**src/rtl/fetch_unit.sv**
```systemverilog
// Instruction-fetch front end: owns the fetch PC, issues one imem request at a time
// and presents fetched instructions to the fetch/decode register with a one-entry skid.
module fetch_unit #(
   parameter logic [31:0] RESET_PC  = 32'h0000_0000,
   parameter logic [31:0] NOP_INSTR = 32'h0000_0013
) (
   input  logic        clk,
   input  logic        rst,
   input  logic        StallF,
   input  logic        PCSrcE,
   input  logic [31:0] PCTargetE,
   output logic        imem_req,
   output logic [31:0] imem_addr,
   input  logic        imem_ready,
   input  logic        imem_rvalid,
   input  logic [31:0] imem_rdata,
   output logic [31:0] PC_F,
   output logic [31:0] PCP4_F,
   output logic [31:0] InstrF,
   output logic        ValidF
);

   typedef enum logic [1:0] {S_IDLE, S_REQ, S_WAIT, S_HOLD} state_t;

   state_t      state, state_n;
   logic [31:0] fetch_pc, fetch_pc_n;
   logic [31:0] addr_q, addr_n;
   logic        drop, drop_n;
   logic        skid_vld, skid_vld_n;
   logic [31:0] skid_pc, skid_pc_n;
   logic [31:0] skid_instr, skid_instr_n;
   logic [31:0] pc_q, pc_n;
   logic [31:0] instr_q, instr_n;
   logic        valid_q, valid_n;
   logic        accept, resp;
   logic [31:0] target;

   assign accept    = (state == S_REQ) && imem_ready;
   assign resp      = (state == S_WAIT) && imem_rvalid;
   assign target    = PCTargetE & ~32'd3;

   assign imem_req  = (state == S_REQ);
   assign imem_addr = addr_q;
   assign PC_F      = pc_q;
   assign PCP4_F    = pc_q + 32'd4;
   assign InstrF    = instr_q;
   assign ValidF    = valid_q;

   always_comb begin
      state_n      = state;
      fetch_pc_n   = fetch_pc;
      addr_n       = addr_q;
      drop_n       = drop;
      skid_vld_n   = skid_vld;
      skid_pc_n    = skid_pc;
      skid_instr_n = skid_instr;
      pc_n         = pc_q;
      instr_n      = instr_q;
      valid_n      = valid_q;

      if (!StallF) begin
         valid_n = 1'b0;
         instr_n = NOP_INSTR;
      end

      unique case (state)
         S_IDLE: begin
            state_n = S_REQ;
            addr_n  = fetch_pc;
         end
         S_REQ: begin
            if (accept) state_n = S_WAIT;
         end
         S_WAIT: begin
            if (resp) begin
               if (drop) begin
                  drop_n  = 1'b0;
                  state_n = S_REQ;
                  addr_n  = fetch_pc;
               end else begin
                  // addr_q still names the outstanding request while in WAIT
                  fetch_pc_n = fetch_pc + 32'd4;
                  addr_n     = fetch_pc + 32'd4;
                  if (valid_q && StallF) begin
                     skid_vld_n   = 1'b1;
                     skid_pc_n    = addr_q;
                     skid_instr_n = imem_rdata;
                     state_n      = S_HOLD;
                  end else begin
                     pc_n    = addr_q;
                     instr_n = imem_rdata;
                     valid_n = 1'b1;
                     state_n = S_REQ;
                  end
               end
            end
         end
         S_HOLD: begin
            if (!StallF) begin
               pc_n       = skid_pc;
               instr_n    = skid_instr;
               valid_n    = 1'b1;
               skid_vld_n = 1'b0;
               state_n    = S_REQ;
            end
         end
         default: state_n = S_IDLE;
      endcase

      // Redirect wins over stall and the transitions above; an unaccepted request
      // keeps its address on the bus and is dropped when it returns.
      if (PCSrcE) begin
         fetch_pc_n = target;
         valid_n    = 1'b0;
         instr_n    = NOP_INSTR;
         pc_n       = pc_q;
         skid_vld_n = 1'b0;
         unique case (state)
            S_REQ: begin
               state_n = accept ? S_WAIT : S_REQ;
               drop_n  = 1'b1;
               addr_n  = addr_q;
            end
            S_WAIT: begin
               if (resp) begin
                  state_n = S_REQ;
                  drop_n  = 1'b0;
                  addr_n  = target;
               end else begin
                  state_n = S_WAIT;
                  drop_n  = 1'b1;
               end
            end
            default: begin
               state_n = S_REQ;
               drop_n  = 1'b0;
               addr_n  = target;
            end
         endcase
      end
   end

   always_ff @(posedge clk) begin
      if (rst) begin
         state      <= S_IDLE;
         fetch_pc   <= RESET_PC;
         addr_q     <= RESET_PC;
         drop       <= 1'b0;
         skid_vld   <= 1'b0;
         skid_pc    <= '0;
         skid_instr <= '0;
         pc_q       <= RESET_PC;
         instr_q    <= NOP_INSTR;
         valid_q    <= 1'b0;
      end else begin
         state      <= state_n;
         fetch_pc   <= fetch_pc_n;
         addr_q     <= addr_n;
         drop       <= drop_n;
         skid_vld   <= skid_vld_n;
         skid_pc    <= skid_pc_n;
         skid_instr <= skid_instr_n;
         pc_q       <= pc_n;
         instr_q    <= instr_n;
         valid_q    <= valid_n;
      end
   end

endmodule

```
**config.mk**
```make
export PLATFORM = sky130hd
export DESIGN_NAME = fetch_unit
export DESIGN_NICKNAME = d
export VERILOG_FILES = /design/src/rtl/fetch_unit.sv
export SDC_FILE = /design/constraint.sdc
export NUM_CORES = 1
export LEC_CHECK = 0
export BUFFER_PORTS_ARGS = -buffer_cell sky130_fd_sc_hd__buf_4
export CORE_MARGIN = 2
export CORE_UTILIZATION = 38
export DETAILED_ROUTE_END_ITERATION = 10
export GPL_TIMING_DRIVEN = 0
export PLACE_DENSITY_LB_ADDON = 0.15
export SLEW_MARGIN = 20
export SYNTH_ARGS = -nofsm -noshare
export SYNTH_HDL_FRONTEND = slang
export SYNTH_SLANG_ARGS = --single-unit
export TNS_END_PERCENT = 1
```
**constraint.sdc**
```tcl
create_clock -name clk -period 2.4 [get_ports clk]
set_input_delay 0.24 -clock clk [delete_from_list [all_inputs] [get_ports clk]]
set_output_delay 0.24 -clock clk [all_outputs]
set_load 0.05 [all_outputs]
```
==> impl_metrics.ini, run 1 <==
[run_status]
outcome = finished with violations
violations = setup timing

[timing]
fmax_ghz = 0.407
post-route-min-period_ns = 2.46
fin_ws_ns = -0.0561
tns_ns = -0.0878
setup_violations = 2
fin_crit_sh = 1.02
clock_skew_ns = 0.0184
rsz0062_at_grt = true
drv_slew = 0
hold_viol = 0
tightest_slew_ns = 0.877
relSlewSlack = 0.415

[grt]
grt_max_degree = 20
grtUsageTotal = 0.251
gr-total-overflow = 0
grt_antenna_before_repair = 0
grt_pass1_wl_um = 52700
grt_pass1_vias = 9292

[hold_path]
hold_start = imem_rdata[4]
hold_path_class = in2reg
min_path_cells = 2

[yosys]
seq_area_frac_synth = 0.394
synth_top_area_share = 0.394
syn_area_mm2 = 0.00986
yosys_warnings = 0
yosys.area.top_type = dfxtp_1
syn-num-nets = 1287
syn_avg_cell_area_um2 = 8.15
synth.distinct_cells = 70
ys_ff_latch = 194
synth_edf_count = 0
netlist_instances = 1210
synthTopCellsByArea = dfxtp_1 (39%), nand2_1 (7.4%), xnor2_1 (4.6%), a21oi_1 (4.6%), nor2_1 (4.4%)
synthArstFlopShare = 0
synth_ff_type = dfxtp_1

[worst_setup_path]
rrSetupSlack_ns = -0.06
critPathMaxFanout = 10
cp.arrival_ns = 2.79
end_kind = register
startpoint = state[0]$_SDFFE_PP0P_
criticalPathCategory = reg2reg
crit_path_start_kind = register
ff2ff_path_depth = 9
crit-reg2reg-launch = state[0]$_SDFFE_PP0P_
worstPathRequired_ns = 2.73

[finish]
fin_area_mm2 = 0.0126
layout_commonest_cell = buf_4
syn_to_final_growth_pct = 28.1
drive_above_1_share = 0.239
nNetsFinal = 1503
final_cell_mix = buf_4 (199), nand2_1 (194), dfxtp_1 (177), nor2_1 (105), a21oi_1 (90)
diodes = 0

[power_and_ir_drop]
pwr-share-clk = 0.368
leakage_nw = 4.59
pwr-share-comb = 0.181
p_per_area_mw_per_mm2 = 613
p_int_w = 0.00521
p_seq_frac = 0.451
swShare = 0.327
total_power_w = 0.00774
p_sw_w = 0.00253
irDropWorstVdd_uv = 410

[placement]
dpl_cell_area_mm2 = 0.0119
io_buffers = 196
place.gp.congestion = 0.948
hpwl_um = 25600
dp_slack_ns = -0.623

[clock_tree]
cts_tree = yes
cts-root-buf = clkbuf_16
htree_levels = 4
clk_path_buf_depth = 2
hold_buffers = 0
cts_buffers = 17
cts.sinks = 194
clock_latency_ns = 0.44
clk_pin_slew_ns = 0.08

[job]
cap_violations = 0

[floorplanning]
die_y_um = 165
die_w_um = 165
io_pins = 200
die-area_mm2 = 0.0272
coreArea_mm2 = 0.0253
rows = 58
start_util = 0.389

[route]
postRouteAntennaNets = 0
wl_per_cell_um = 19.6
drc = 0
routed_via_density = 5.63
wirelength_um = 34700
num_vias = 9959
drt_iter0_drc = 1083
drt_first_pass_iters = 6
## state kept, by name, summed over array words and instances, names as in the netlist
signal and flops:
InstrF 32, PC_F 32, ValidF 1, drop 1, fetch_pc 30, imem_addr 32, skid_instr 32, skid_pc 32
state 2
## power groups by stage
| stage | Sequential (W) | Clock (W) | Combinational [W] |
|---|---|---|---|
| 5_1_grt | 0.00350 | 0.00300 | 0.00148 |
| 6_report | 0.00349 | 0.00285 | 0.00140 |
| 3_5_place_dp | 0.00356 | 0 | 0.00136 |
| 2_1_floorplan | 0.00373 | 0 | 0.000645 |
| 4_1_cts | 0.00349 | 0.00288 | 0.00137 |
| 3_3_place_gp | 0.00356 | 0 | 0.00136 |
## kinds of logic (layout without fill, tap and decap cells)
family,Yosys count,count (layout),share of synthesized area
flops,194,194,0.394
xor+xnor,72,72,0.0640
fa+ha+maj,7,7,0.00889
compound gates,305,305,0.207
simple gates,473,473,0.227
buf+inv,125,354,0.0647
mux,34,34,0.0345
## timing repair
action                                  CTS  global route
endpoints found under the setup margin  175           171
resized for setup                        35            40
buffers inserted                          3             1
pin swaps                                 6             3
## synthesized netlist by cell type (all sizes together) (2+ instances only)
master,n
or4,2
inv,13
nand2b,5
and3b,2
and4,7
a21oi,90
o22ai,10
and4b,2
nor2b,7
a2bb2oi,4
a31oi,8
nand3,40
dfxtp,194
a311oi,2
o21ai,55
and3,12
nor4,17
xor2,20
mux2i,34
a222oi,29
or2,2
a21o,3
o2bb2ai,4
xnor2,52
or3,2
nand4b,3
nand2,195
a211o,3
ha,7
and2,5
clkbuf,99
buf,12
nand4,21
a22oi,14
a32o,3
nor2,115
o21a,4
nor3,31
o32ai,2
nand3b,3
a211oi,56
a221oi,9
## critical path, stage by stage, from the launching register on
cell      delay [ns]
dfxtp_1         0.41
inv_1           0.09
ha_1            0.25
buf_2           0.21
nand2_1         0.10
clkbuf_1        0.58
nor2_1          0.22
a21oi_1         0.17
o21ai_0         0.11
a32o_1          0.21
## stage by stage
stage | hold WS [ns] | std cells | util
after floorplan | 0.358 | 1210 | -
after global placement | 0.441 | 1736 | 0.468
after detailed placement | 0.446 | 1736 | 0.468
after CTS | 0.00695 | 1768 | 0.495
after global routing | 0.0155 | 1769 | 0.499
final | 0.0172 | 1769 | 0.499
## worst paths after layout
kind	endpoint
worst max register to register	imem_addr[6]$_SDFFE_PP0P_
worst max-delay path	imem_addr[6]$_SDFFE_PP0P_
worst min register to register	skid_pc[2]$_SDFFE_PP0P_
worst min-delay path	InstrF[4]$_SDFF_PP1_
## layout make-up
class / instances / area, µm²
sequential: 194 / 3920
tap: 330 / 413
clock inverter: 13 / 143
buffer: 109 / 606
timing repair buffer: 200 / 1520
fill: 2512 / 12700
multi-input combinational: 891 / 5540
clock buffer: 19 / 443
inverter: 13 / 48.8
## routing by layer
metal | GRT usage | vias up | wire (µm)
met4 | 0.0854 | 0 | 900
met5 | 0 | - | 0
met2 | 0.391 | 472 | 15400
met1 | 0.345 | 4659 | 15100
li1 | - | 4771 | -
met3 | 0.0517 | 57 | 3340
(Power assumes the default switching activity.)
==> inputs of run 2 (changes only) <==
--- a/config.mk
+++ b/config.mk
@@ -10,7 +10,6 @@
 export CORE_UTILIZATION = 38
 export DETAILED_ROUTE_END_ITERATION = 10
 export GPL_TIMING_DRIVEN = 0
-export PLACE_DENSITY_LB_ADDON = 0.15
 export SLEW_MARGIN = 20
 export SYNTH_ARGS = -nofsm -noshare
 export SYNTH_HDL_FRONTEND = slang
==> run 2 against run 1 <==
Against the previous run: combinational power barely moved; routed wire length fell by 0.57%; fmax rose by 3.7%; clock power rose by 4%; via count rose by 0.14%; first-iteration DRC count fell by 8.1%; worst hold slack improved by 0.019 ns; setup slack improved by 0.087 ns; die area did not move; global-route usage rose by 0.17 points; critical path type is now reg2out; total power rose by 1.2%; utilization rose by 0.32 points; the run now ends clean.
==> impl_metrics.ini, run 2 (same netlist as run 1, synthesis figures left out) <==
[timing]
fin_crit_sh = 0.987
fin_ws_ns = 0.0308
clock_skew_ns = 0.0144
fmax_ghz = 0.422
post-route-min-period_ns = 2.37
tns_ns = 0
relSlewSlack = 0.448
hold_viol = 0
drv_slew = 0
tightest_slew_ns = 0.827
timing.hold.ws_ns = 0.0366
setup_violations = 0
rsz0062_at_grt = true

[route]
postRouteAntennaNets = 0
drc = 0
wl_per_cell_um = 19.5
drt_first_pass_iters = 8
wirelength_um = 34500
routed_via_density = 5.63
num_vias = 9973
drt_iter0_drc = 995

[grt]
met2_usage = 0.397
grt_max_degree = 22
grtUsageMet3 = 0.0495
use_met1 = 0.344
grtUsageTotal = 0.253
grt_antenna_before_repair = 0
busiest_layer = met2
gr-total-overflow = 0
grt_pass1_wl_um = 52900
grt_pass1_vias = 9247

[finish]
layout_commonest_cell = buf_4
stdcell_count = 1772
final_cell_mix = buf_4 (198), nand2_1 (193), dfxtp_1 (176), nor2_1 (106), a21oi_1 (90)
syn_to_final_growth_pct = 28.9
diodes = 0
drive_above_1_share = 0.243
nNetsFinal = 1506
num-fill-cells = 2491

[clock_tree]
cts_tree = yes
htree_levels = 4
clk_path_buf_depth = 2
clk_pin_slew_ns = 0.09
clock_latency_ns = 0.45
cts-root-buf = clkbuf_16
cts_buffers = 17
cts.sinks = 194

[floorplanning]
die_w_um = 165
rows = 58
die_y_um = 165
io_pins = 200
start_util = 0.389
coreArea_mm2 = 0.0253
die-area_mm2 = 0.0272

[power_and_ir_drop]
irDropWorstVdd_uv = 366
leakage_nw = 4.62
p_per_area_mw_per_mm2 = 617

[hold_path]
hold_path_class = in2reg
min_path_cells = 3
min_to = skid_instr[20]$_SDFFE_PP0P_
hold_start = imem_rdata[20]

[worst_setup_path]
end_kind = primary output
ff2ff_path_depth = 7
critPathMaxFanout = 8
rrSetupSlack_ns = 0.10
worstPathRequired_ns = 2.16
crit_path_start_kind = register
cp.arrival_ns = 2.13
r2r-end = imem_addr[26]$_SDFFE_PP0P_
crit-reg2reg-launch = state[1]$_SDFFE_PP0P_
criticalPathCategory = reg2out

[job]
cap_violations = 0

[placement]
place.gp.congestion = 0.958
hpwl_um = 25600
io_buffers = 196
dp_slack_ns = -0.652
dp.cells = 1736

[run_status]
outcome = finished clean
run 2: report_power, final:
group | switching (W) | total (W) | internal [W] | leakage (nW)
registers | 0.000173 | 0.00349 | 0.00332 | 1.59
logic | 0.000909 | 0.00138 | 0.000475 | 2.74
clock network | 0.00153 | 0.00296 | 0.00143 | 0.297
run 2: area by class of cell:
cell class,instances,area (µm²),area share
multi-input cells,891,5540,0.436
flip-flops and latches,194,3920,0.309
repair buffers,204,1560,0.123
inverters,13,48.8,0.00384
plain buffers,108,609,0.0480
clock inverters,15,183,0.0144
well taps,330,413,0.0325
clock buffers,17,425,0.0335
run 2: metrics by stage:
step | utilization | instance area (µm²) | total power [W]
floorplan | - | 9970 | 0.00437
global placement | 0.468 | 11900 | 0.00490
detailed placement | 0.468 | 11900 | 0.00491
CTS | 0.498 | 12600 | 0.00784
global route | 0.502 | 12700 | 0.00809
finish | 0.502 | 12700 | 0.00783
run 2: how the worst max path moves through the flow:
stage	from	endpoint	slack, ns	cells after the start
after floorplan	PC_F[19]$_SDFFE_PP0P_	PCP4_F[31]	-0.06	5
after global placement	state[0]$_SDFFE_PP0P_	skid_instr[0]$_SDFFE_PP0P_	-0.62	9
after detailed placement	state[0]$_SDFFE_PP0P_	skid_instr[31]$_SDFFE_PP0P_	-0.65	9
after CTS	PC_F[5]$_SDFFE_PP0P_	PCP4_F[31]	-0.13	7
after global routing	state[0]$_SDFFE_PP0P_	imem_addr[9]$_SDFFE_PP0P_	-0.08	9
final	PC_F[10]$_SDFFE_PP0P_	PCP4_F[31]	0.03	7
run 2: critical path, stage by stage (launching register included):
cell     delay, ns
dfxtp_4       0.40
nand4_1       0.18
nor4_4        0.28
buf_4         0.18
nand3_4       0.14
nor3_4        0.19
xor2_2        0.16
buf_6         0.17
run 2: layer usage:
layer  vias up  wire length (µm)
met5         -                 0
met4         0               938
met3        65              2880
met2       433             15500
met1      4695             15200
li1       4780                 -
run 2: what timing repair did:
item | in CTS | in global routing
buffers inserted | 4 | 1
resized for setup | 35 | 54
hold endpoints to repair | 3 | 0
pin swaps | 3 | 5
setup endpoints to repair | 175 | 167
hold buffers | 3 | 0
